`config.mk`:
```
export PLATFORM = sky130hd
export DESIGN_NAME = axi_lite_master_fsm_flat
export DESIGN_NICKNAME = d
export VERILOG_FILES = /design/src/rtl/axi_lite_master_fsm_pkg.sv /design/src/rtl/axi_lite_master_fsm_if.sv /design/src/rtl/axi_lite_master_fsm_wdog.sv /design/src/rtl/axi_lite_master_fsm.sv /design/src/flat_wrapper.sv
export SDC_FILE = /design/constraint.sdc
export NUM_CORES = 1
export LEC_CHECK = 0
export CAP_MARGIN = 20
export CORE_MARGIN = 2
export CORE_UTILIZATION = 31
export DETAILED_ROUTE_END_ITERATION = 6
export PLACE_DENSITY = 0.57
export SLEW_MARGIN = 0
export SYNTH_ARGS = -nofsm -noshare
export SYNTH_HDL_FRONTEND = slang
export SYNTH_SLANG_ARGS = --single-unit
```
`constraint.sdc`:
```
create_clock -name M_ACLK -period 4.4 [get_ports M_ACLK]
set_input_delay 0.88 -clock M_ACLK [delete_from_list [all_inputs] [get_ports M_ACLK]]
set_output_delay 0.88 -clock M_ACLK [all_outputs]
set_load 0.005 [all_outputs]
```
`src/rtl/axi_lite_master_fsm_pkg.sv`:
```
// Shared AXI-Lite master definitions: one-hot state codes,
// response codes, lane count and a lane-mask helper.
package axi_defs;

  localparam int LANES = 4;

  localparam logic [1:0] AXI_RESP_OKAY   = 2'b00;
  localparam logic [1:0] AXI_RESP_EXOKAY = 2'b01;
  localparam logic [1:0] AXI_RESP_SLVERR = 2'b10;
  localparam logic [1:0] AXI_RESP_DECERR = 2'b11;

  localparam int I_IDLE    = 0;
  localparam int I_WR_REQ  = 1;
  localparam int I_WR_RESP = 2;
  localparam int I_RD_ADDR = 3;
  localparam int I_RD_DATA = 4;
  localparam int I_DONE    = 5;

  localparam logic [5:0] OH_IDLE    = 6'(1 << I_IDLE);
  localparam logic [5:0] OH_WR_REQ  = 6'(1 << I_WR_REQ);
  localparam logic [5:0] OH_WR_RESP = 6'(1 << I_WR_RESP);
  localparam logic [5:0] OH_RD_ADDR = 6'(1 << I_RD_ADDR);
  localparam logic [5:0] OH_RD_DATA = 6'(1 << I_RD_DATA);
  localparam logic [5:0] OH_DONE    = 6'(1 << I_DONE);

  typedef enum logic [5:0] {
    ST_IDLE    = OH_IDLE,
    ST_WR_REQ  = OH_WR_REQ,
    ST_WR_RESP = OH_WR_RESP,
    ST_RD_ADDR = OH_RD_ADDR,
    ST_RD_DATA = OH_RD_DATA,
    ST_DONE    = OH_DONE
  } state_t;

  // Expand a byte-lane mask into a 32-bit bit mask.
  function automatic logic [31:0] lane_mask(
    input logic [LANES-1:0] strb
  );
    logic [31:0] m;
    m = '0;
    for (int i = 0; i < LANES; i++)
      m[i*8 +: 8] = {8{strb[i]}};
    return m;
  endfunction

endpackage

```
`src/rtl/axi_lite_master_fsm_if.sv`:
```
// AXI-Lite AW/W/B/AR/R channel bundle.
// master: drives M_* / samples S_*; slave: the reverse.
interface axi_lite_master_fsm_if #(
  parameter int ADDR_W = 32,
  parameter int DATA_W = 32
);
  logic              M_AWVALID;
  logic [ADDR_W-1:0] M_AWADDR;
  logic              S_AWREADY;
  logic              M_WVALID;
  logic [DATA_W-1:0] M_WDATA;
  logic [3:0]        M_WSTRB;
  logic              S_WREADY;
  logic              M_BREADY;
  logic              S_BVALID;
  logic [1:0]        S_BRESP;
  logic              M_ARVALID;
  logic [ADDR_W-1:0] M_ARADDR;
  logic              S_ARREADY;
  logic              M_RREADY;
  logic [3:0]        M_BLEN;
  logic              S_RVALID;
  logic [DATA_W-1:0] S_RDATA;

  modport master (
    output M_AWVALID, M_AWADDR,
    output M_WVALID, M_WDATA, M_WSTRB,
    output M_BREADY,
    output M_ARVALID, M_ARADDR,
    output M_RREADY, M_BLEN,
    input  S_AWREADY, S_WREADY,
    input  S_BVALID, S_BRESP,
    input  S_ARREADY,
    input  S_RVALID, S_RDATA
  );

  modport slave (
    input  M_AWVALID, M_AWADDR,
    input  M_WVALID, M_WDATA, M_WSTRB,
    input  M_BREADY,
    input  M_ARVALID, M_ARADDR,
    input  M_RREADY, M_BLEN,
    output S_AWREADY, S_WREADY,
    output S_BVALID, S_BRESP,
    output S_ARREADY,
    output S_RVALID, S_RDATA
  );
endinterface

```
`src/rtl/axi_lite_master_fsm_wdog.sv`:
```
// Per-state watchdog: clk, rst, clear, enable, limit in;
// expired out. limit==0 disables it.
module axi_watchdog_cnt #(
  parameter int CNT_W = 16
) (
  input  logic             clk,
  input  logic             rst,
  input  logic             clear,
  input  logic             enable,
  input  logic [CNT_W-1:0] limit,
  output logic             expired
);

  logic [CNT_W-1:0] r_cnt;

  always_ff @(posedge clk) begin
    if (rst || clear)
      r_cnt <= '0;
    else if (enable && (r_cnt != '1))
      r_cnt <= r_cnt + 1'b1;
  end

  // Fires in the cycle whose edge brings the count to limit,
  // so the owner's outputs drop after limit cycles in state.
  assign expired = enable && (limit != '0) &&
                   (r_cnt == limit - 1'b1);

endmodule

```
`src/rtl/axi_lite_master_fsm.sv`:
```
// Single-outstanding AXI-Lite master: cmd/rsp in, AXI channels
// out via bus (master modport). Macro: AXI_MASTER_BRESP_WAIT_EN.
// Ports: M_ACLK, M_ARESET (sync high), cmd_valid/ready/write/
// addr/wdata/strb, rsp_valid/rdata/err, bus.
module axi_lite_master_fsm
  import axi_defs::*;
#(
  parameter int ADDR_W  = 32,
  parameter int DATA_W  = 32,
  parameter int TIMEOUT = 64
) (
  input  logic              M_ACLK,
  input  logic              M_ARESET,
  input  logic              cmd_valid,
  output logic              cmd_ready,
  input  logic              cmd_write,
  input  logic [ADDR_W-1:0] cmd_addr,
  input  logic [DATA_W-1:0] cmd_wdata,
  input  logic [3:0]        cmd_strb,
  output logic              rsp_valid,
  output logic [DATA_W-1:0] rsp_rdata,
  output logic              rsp_err,
  axi_lite_master_fsm_if.master bus
);

  state_t            r_state, w_state_n;
  logic              r_cmd_ready, w_cmd_ready_n;
  logic              r_rsp_valid, w_rsp_valid_n;
  logic              r_rsp_err, w_rsp_err_n;
  logic [DATA_W-1:0] r_rsp_rdata, w_rsp_rdata_n;
  logic              r_awvalid, w_awvalid_n;
  logic [ADDR_W-1:0] r_awaddr, w_awaddr_n;
  logic              r_wvalid, w_wvalid_n;
  logic [DATA_W-1:0] r_wdata, w_wdata_n;
  logic [3:0]        r_wstrb, w_wstrb_n;
  logic              r_bready, w_bready_n;
  logic              r_arvalid, w_arvalid_n;
  logic [ADDR_W-1:0] r_araddr, w_araddr_n;
  logic              r_rready, w_rready_n;
  logic [3:0]        r_blen, w_blen_n;

  logic              w_aw_hs, w_w_hs;
  logic              w_busy, w_clear, w_expired;
  logic [DATA_W-1:0] w_rd_word;

  assign w_aw_hs = r_awvalid && bus.S_AWREADY;
  assign w_w_hs  = r_wvalid && bus.S_WREADY;
  assign w_rd_word = bus.S_RDATA &
                     DATA_W'(lane_mask(r_blen));

  assign w_busy = r_state[I_WR_REQ] | r_state[I_WR_RESP] |
                  r_state[I_RD_ADDR] | r_state[I_RD_DATA];
  assign w_clear = (w_state_n != r_state);

`ifndef AXI_MASTER_BRESP_WAIT_EN
  logic w_unused_b;
  assign w_unused_b = ^{bus.S_BVALID, bus.S_BRESP};
`endif

  axi_watchdog_cnt #(.CNT_W(16)) u_wdog (
    .clk     (M_ACLK),
    .rst     (M_ARESET),
    .clear   (w_clear),
    .enable  (w_busy),
    .limit   (16'(TIMEOUT)),
    .expired (w_expired)
  );

  always_comb begin
    w_state_n     = r_state;
    w_cmd_ready_n = 1'b0;
    w_rsp_valid_n = 1'b0;
    w_rsp_err_n   = 1'b0;
    w_rsp_rdata_n = r_rsp_rdata;
    w_awvalid_n   = r_awvalid;
    w_awaddr_n    = r_awaddr;
    w_wvalid_n    = r_wvalid;
    w_wdata_n     = r_wdata;
    w_wstrb_n     = r_wstrb;
    w_bready_n    = r_bready;
    w_arvalid_n   = r_arvalid;
    w_araddr_n    = r_araddr;
    w_rready_n    = r_rready;
    w_blen_n      = r_blen;

    unique case (1'b1)
      r_state[I_IDLE]: begin
        if (cmd_valid && r_cmd_ready) begin
          if (cmd_write) begin
            w_state_n   = ST_WR_REQ;
            w_awvalid_n = 1'b1;
            w_wvalid_n  = 1'b1;
            w_awaddr_n  = cmd_addr;
            w_wdata_n   = cmd_wdata;
            w_wstrb_n   = cmd_strb;
          end else begin
            w_state_n   = ST_RD_ADDR;
            w_arvalid_n = 1'b1;
            w_araddr_n  = cmd_addr;
            w_blen_n    = cmd_strb;
          end
        end else begin
          w_cmd_ready_n = 1'b1;
        end
      end

      r_state[I_WR_REQ]: begin
        if (w_aw_hs) w_awvalid_n = 1'b0;
        if (w_w_hs)  w_wvalid_n  = 1'b0;
        if ((!r_awvalid || w_aw_hs) &&
            (!r_wvalid || w_w_hs)) begin
          w_state_n = ST_WR_RESP;
`ifdef AXI_MASTER_BRESP_WAIT_EN
          w_bready_n = 1'b1;
`endif
        end
      end

      r_state[I_WR_RESP]: begin
`ifdef AXI_MASTER_BRESP_WAIT_EN
        if (bus.S_BVALID && r_bready) begin
          w_bready_n    = 1'b0;
          w_rsp_err_n   = (bus.S_BRESP != AXI_RESP_OKAY);
          w_rsp_valid_n = 1'b1;
          w_state_n     = ST_DONE;
        end
`else
        w_rsp_valid_n = 1'b1;
        w_state_n     = ST_DONE;
`endif
      end

      r_state[I_RD_ADDR]: begin
        if (r_arvalid && bus.S_ARREADY) begin
          w_arvalid_n = 1'b0;
          // Data alongside ARREADY is taken right away.
          if (bus.S_RVALID) begin
            w_rsp_rdata_n = w_rd_word;
            w_rsp_valid_n = 1'b1;
            w_state_n     = ST_DONE;
          end else begin
            w_rready_n = 1'b1;
            w_state_n  = ST_RD_DATA;
          end
        end
      end

      r_state[I_RD_DATA]: begin
        if (bus.S_RVALID && r_rready) begin
          w_rsp_rdata_n = w_rd_word;
          w_rready_n    = 1'b0;
          w_rsp_valid_n = 1'b1;
          w_state_n     = ST_DONE;
        end
      end

      r_state[I_DONE]: begin
        w_state_n     = ST_IDLE;
        w_cmd_ready_n = 1'b1;
      end

      default: begin
        w_state_n = ST_IDLE;
      end
    endcase

    // A handshake in the expiry cycle wins over the abort.
    if (w_expired && (w_state_n == r_state)) begin
      w_awvalid_n   = 1'b0;
      w_wvalid_n    = 1'b0;
      w_bready_n    = 1'b0;
      w_arvalid_n   = 1'b0;
      w_rready_n    = 1'b0;
      w_rsp_rdata_n = '0;
      w_rsp_err_n   = 1'b1;
      w_rsp_valid_n = 1'b1;
      w_state_n     = ST_DONE;
    end
  end

  always_ff @(posedge M_ACLK) begin
    if (M_ARESET) begin
      r_state     <= ST_IDLE;
      r_cmd_ready <= 1'b0;
      r_rsp_valid <= 1'b0;
      r_rsp_err   <= 1'b0;
      r_rsp_rdata <= '0;
      r_awvalid   <= 1'b0;
      r_awaddr    <= '0;
      r_wvalid    <= 1'b0;
      r_wdata     <= '0;
      r_wstrb     <= '0;
      r_bready    <= 1'b0;
      r_arvalid   <= 1'b0;
      r_araddr    <= '0;
      r_rready    <= 1'b0;
      r_blen      <= '0;
    end else begin
      r_state     <= w_state_n;
      r_cmd_ready <= w_cmd_ready_n;
      r_rsp_valid <= w_rsp_valid_n;
      r_rsp_err   <= w_rsp_err_n;
      r_rsp_rdata <= w_rsp_rdata_n;
      r_awvalid   <= w_awvalid_n;
      r_awaddr    <= w_awaddr_n;
      r_wvalid    <= w_wvalid_n;
      r_wdata     <= w_wdata_n;
      r_wstrb     <= w_wstrb_n;
      r_bready    <= w_bready_n;
      r_arvalid   <= w_arvalid_n;
      r_araddr    <= w_araddr_n;
      r_rready    <= w_rready_n;
      r_blen      <= w_blen_n;
    end
  end

  assign cmd_ready     = r_cmd_ready;
  assign rsp_valid     = r_rsp_valid;
  assign rsp_err       = r_rsp_err;
  assign rsp_rdata     = r_rsp_rdata;
  assign bus.M_AWVALID = r_awvalid;
  assign bus.M_AWADDR  = r_awaddr;
  assign bus.M_WVALID  = r_wvalid;
  assign bus.M_WDATA   = r_wdata;
  assign bus.M_WSTRB   = r_wstrb;
  assign bus.M_BREADY  = r_bready;
  assign bus.M_ARVALID = r_arvalid;
  assign bus.M_ARADDR  = r_araddr;
  assign bus.M_RREADY  = r_rready;
  assign bus.M_BLEN    = r_blen;

endmodule

```
`src/flat_wrapper.sv`:
```
// flat-port wrapper written by rule: the top's interface ports become plain ports
module axi_lite_master_fsm_flat import axi_defs::*;
#(
  parameter int ADDR_W  = 32,
  parameter int DATA_W  = 32,
  parameter int TIMEOUT = 64
)
  (M_ACLK, M_ARESET, cmd_valid, cmd_ready, cmd_write, cmd_addr, cmd_wdata, cmd_strb, rsp_valid, rsp_rdata, rsp_err, bus_M_AWVALID, bus_M_AWADDR, bus_M_WVALID, bus_M_WDATA, bus_M_WSTRB, bus_M_BREADY, bus_M_ARVALID, bus_M_ARADDR, bus_M_RREADY, bus_M_BLEN, bus_S_AWREADY, bus_S_WREADY, bus_S_BVALID, bus_S_BRESP, bus_S_ARREADY, bus_S_RVALID, bus_S_RDATA);
  axi_lite_master_fsm_if #(.ADDR_W(ADDR_W), .DATA_W(DATA_W)) bus_i ();
  input  logic M_ACLK;
  input  logic M_ARESET;
  input  logic cmd_valid;
  output logic cmd_ready;
  input  logic cmd_write;
  input  logic [ADDR_W-1:0] cmd_addr;
  input  logic [DATA_W-1:0] cmd_wdata;
  input  logic [3:0] cmd_strb;
  output logic rsp_valid;
  output logic [DATA_W-1:0] rsp_rdata;
  output logic rsp_err;
  output wire logic [$bits(bus_i.M_AWVALID)-1:0] bus_M_AWVALID;
  output wire logic [$bits(bus_i.M_AWADDR)-1:0] bus_M_AWADDR;
  output wire logic [$bits(bus_i.M_WVALID)-1:0] bus_M_WVALID;
  output wire logic [$bits(bus_i.M_WDATA)-1:0] bus_M_WDATA;
  output wire logic [$bits(bus_i.M_WSTRB)-1:0] bus_M_WSTRB;
  output wire logic [$bits(bus_i.M_BREADY)-1:0] bus_M_BREADY;
  output wire logic [$bits(bus_i.M_ARVALID)-1:0] bus_M_ARVALID;
  output wire logic [$bits(bus_i.M_ARADDR)-1:0] bus_M_ARADDR;
  output wire logic [$bits(bus_i.M_RREADY)-1:0] bus_M_RREADY;
  output wire logic [$bits(bus_i.M_BLEN)-1:0] bus_M_BLEN;
  input wire logic [$bits(bus_i.S_AWREADY)-1:0] bus_S_AWREADY;
  input wire logic [$bits(bus_i.S_WREADY)-1:0] bus_S_WREADY;
  input wire logic [$bits(bus_i.S_BVALID)-1:0] bus_S_BVALID;
  input wire logic [$bits(bus_i.S_BRESP)-1:0] bus_S_BRESP;
  input wire logic [$bits(bus_i.S_ARREADY)-1:0] bus_S_ARREADY;
  input wire logic [$bits(bus_i.S_RVALID)-1:0] bus_S_RVALID;
  input wire logic [$bits(bus_i.S_RDATA)-1:0] bus_S_RDATA;
  assign bus_M_AWVALID = bus_i.M_AWVALID;
  assign bus_M_AWADDR = bus_i.M_AWADDR;
  assign bus_M_WVALID = bus_i.M_WVALID;
  assign bus_M_WDATA = bus_i.M_WDATA;
  assign bus_M_WSTRB = bus_i.M_WSTRB;
  assign bus_M_BREADY = bus_i.M_BREADY;
  assign bus_M_ARVALID = bus_i.M_ARVALID;
  assign bus_M_ARADDR = bus_i.M_ARADDR;
  assign bus_M_RREADY = bus_i.M_RREADY;
  assign bus_M_BLEN = bus_i.M_BLEN;
  assign bus_i.S_AWREADY = bus_S_AWREADY;
  assign bus_i.S_WREADY = bus_S_WREADY;
  assign bus_i.S_BVALID = bus_S_BVALID;
  assign bus_i.S_BRESP = bus_S_BRESP;
  assign bus_i.S_ARREADY = bus_S_ARREADY;
  assign bus_i.S_RVALID = bus_S_RVALID;
  assign bus_i.S_RDATA = bus_S_RDATA;
  axi_lite_master_fsm #(.ADDR_W(ADDR_W), .DATA_W(DATA_W), .TIMEOUT(TIMEOUT)) u_core (.M_ACLK(M_ACLK), .M_ARESET(M_ARESET), .cmd_valid(cmd_valid), .cmd_ready(cmd_ready), .cmd_write(cmd_write), .cmd_addr(cmd_addr), .cmd_wdata(cmd_wdata), .cmd_strb(cmd_strb), .rsp_valid(rsp_valid), .rsp_rdata(rsp_rdata), .rsp_err(rsp_err), .bus(bus_i));
endmodule
```
==> flow_metrics.py <==
metrics = {
    "sta": {
        "maxSlewHeadroom_pct": 31.0,
        "tns_ns": 0,
        "worst_pin_slew_ns": 1.03,
        "period_minus_slack_ns": 2.60,
        "setup_viol": 0,
        "skew_ns": 0.0103,
        "fin_crit_sh_pct": 59.0,
        "finalHoldViolations": 0,
        "maxSlewViolCount": 0,
        "fmax_ghz": 0.385,
        "rsz0062_at_grt": "false",
    },
    "clocking": {
        "cts_buffer_depth": 2,
        "path_clk_slew_ns": 0.06,
        "cts_setup_buffers": 0,
        "cts_tree": "yes",
        "cts_resized": 0,
        "htreeDepth": 4,
        "cts.sinks": 165,
        "numCtsBuffers": 17,
        "root_buffer": "clkbuf_16",
        "clock_latency_ns": 0.42,
        "hold_buffers": 0,
    },
    "flow_run": {
        "drv_cap": 0,
    },
    "route": {
        "first_pass_iters": 4,
        "drc": 0,
        "finalWirelength_mm": 19.9,
        "drt_iter0_markers": 271,
        "wl_per_cell_um": 15.5,
        "dr_total_vias": 6050,
        "ant_nets": 0,
        "viasPerCell": 4.71,
    },
    "logic_synthesis": {
        "ys_warn_count": 0,
        "async_flop_share_pct": 0,
        "synth_cell_types": 46,
        "syn-instance-count": 785,
        "synthTopCellsByArea": "dfxtp_1 53%, nand2_1 16%, a21oi_1 11%",
        "synth_edf_count": 0,
        "ys.flop_type": "dfxtp_1",
        "yosysMostFrequentCell": "nand2_1",
        "ys_seq_area_share_pct": 52.7,
        "netlist.area_leader.share_pct": 52.7,
        "avgSynthCellArea_um2": 7.98,
        "yosysTopAreaCell": "dfxtp_1",
        "netlist_top_cells_count": "261 x nand2_1, 165 x dfxtp_1, 136 x a21oi_1",
        "syn_nets": 897,
        "ys_ff_latch": 165,
        "synth_area_mm2": 0.00626,
    },
    "critical_path": {
        "cp.arrival_ns": 1.72,
        "r2r-end": "u_core.u_wdog.r_cnt[11]",
        "r2r_slack_ns": 2.31,
        "r2r.worst_path.cells": 5,
        "path_cells": "clkdlybuf4s50_1",
        "r2r-start": "u_core.r_state[3]",
        "slowest_stage": "dfxtp_1",
        "path_buf_inv": 1,
        "path_max_fanout": 10,
        "cpPeakStageDelay_ns": 0.67,
        "cp-end-kind": "primary output",
        "worstPathRequired_ns": 3.52,
        "path_class": "reg -> out",
        "cp-start-kind": "register",
        "critPathTopFamily": "flip-flops",
    },
    "min_path": {
        "min-delay-start": "u_core.rsp_rdata[9]",
        "whs_endpoint": "u_core.rsp_rdata[9]",
        "min_path_type": "reg -> reg",
        "min_path_cells": 2,
    },
    "die": {
        "dieWidth_um": 146,
        "die_area_mm2": 0.0214,
        "start_util_pct": 31.9,
        "die_h_um": 146,
        "pin_count": 255,
        "core_area_mm2": 0.0197,
        "num_rows": 51,
    },
    "grt": {
        "antenna_found_initial": 1,
        "overflow": 0,
        "grt_max_degree": 62,
        "grt_first_pass_wirelength_mm": 31.9,
        "track_usage_pct": 18.7,
        "grt_pass1_vias": 5807,
    },
    "placement": {
        "place_congestion": 0.841,
        "post-place-cells": 1252,
        "hpwl_mm": 13.3,
        "portBuffers": 250,
    },
    "final_layout": {
        "drive_above_1_share_pct": 5.50,
        "area_growth_pct": 51.2,
        "fin_util_pct": 48.2,
        "nets": 1118,
        "fillers": 2033,
        "instances_no_fill": 1285,
    },
    "run_status": {
        "status": "completed",
    },
    "power": {
        "peakVddDrop_mv": 0.256,
        "p_leak_uw": 0.00311,
        "powerDensity_mw_per_mm2": 347,
    },
}
where the power goes:
group          leakage (µW)  internal (µW)  switching, µW  total (µW)
combinational       0.00152            185            149         335
sequential          0.00134           1530           31.5        1560
clock              0.000260            748            638        1390
total               0.00311           2470            819        3280
state kept, by name, summed over array words and instances (netlist names), 4 cells and up:
register             flops
u_core.bus.M_ARADDR     32
u_core.rsp_rdata        32
u_core.bus.M_AWADDR     32
u_core.bus.M_BLEN        4
u_core.bus.M_WSTRB       4
u_core.bus.M_WDATA      32
u_core.r_state           6
u_core.u_wdog.r_cnt     16
how the worst max path moves through the flow:
stage / slack [ns] / startpoint / cells past startpoint / to
floorplan: 2.35 / bus_S_WREADY / 7 / u_core.rsp_rdata[12]
global placement: 1.54 / cmd_valid / 6 / u_core.bus.M_AWADDR[30]
detailed placement: 1.52 / cmd_valid / 6 / u_core.rsp_rdata[22]
CTS: 1.78 / u_core.bus.M_BLEN[1] / 1 / bus_M_BLEN[1]
global route: 1.75 / cmd_valid / 6 / u_core.u_wdog.r_cnt[6]
finish: 1.80 / u_core.bus.M_BLEN[1] / 1 / bus_M_BLEN[1]
per-layer routing:
metal	global-route usage, %	routed length, µm	part of all wire (%)	up-vias
met2	28.7	8810	44	206
met5	0	0	0	-
li1	-	-	-	3068
met4	6.12	294	1.5	0
met3	7.97	1950	9.8	17
met1	23.6	8810	44	2759
per-stage QoR:
stage | instance area [µm²] | setup WS, ns | total power (µW) | hold slack, ns
2_1_floorplan | 6260 | 2.35 | 1720 | 0.446
3_3_place_gp | 8920 | 1.54 | 1940 | 0.439
3_5_place_dp | 8920 | 1.52 | 1940 | 0.442
4_1_cts | 9470 | 1.78 | 3330 | 0.452
5_1_grt | 9470 | 1.75 | 3430 | 0.467
6_report | 9470 | 1.80 | 3280 | 0.448
area by class of cell:
cell class	count	area (µm²)	area share, %
sequential	165	3300	34.9
tap	265	332	3.50
clock buffer	20	447	4.72
inverter	3	11.3	0.119
antenna	1	2.50	0.0264
timing repair buffer	259	2580	27.2
multi-input combinational	560	2700	28.5
clock inverter	12	96.3	1.02
cell usage in the layout, fill, tap and decap left out, types with 8 or more instances in the layout:
| cell | netlist | routed |
|---|---|---|
| nand2_1 | 261 | 261 |
| clkdlybuf4s50_1 | 0 | 249 |
| dfxtp_1 | 165 | 165 |
| a21oi_1 | 136 | 136 |
| nand3_1 | 43 | 43 |
| nor2_1 | 23 | 23 |
| clkbuf_16 | 0 | 17 |
| a21oi_2 | 10 | 10 |
| xnor2_1 | 9 | 9 |
| buf_4 | 1 | 9 |
| o21ai_0 | 8 | 8 |
logic make-up after synthesis:
| family | after synthesis | synth area share, % |
|---|---|---|
| flops | 165 | 52.7 |
| fa+ha+maj | 1 | 0.200 |
| simple gates | 375 | 26.1 |
| xor+xnor | 13 | 1.82 |
| buf+inv | 60 | 4.24 |
| compound gates | 170 | 14.9 |
| other cells | 1 | 0.0599 |
Note: power is estimated with default switching activity, not from simulation.
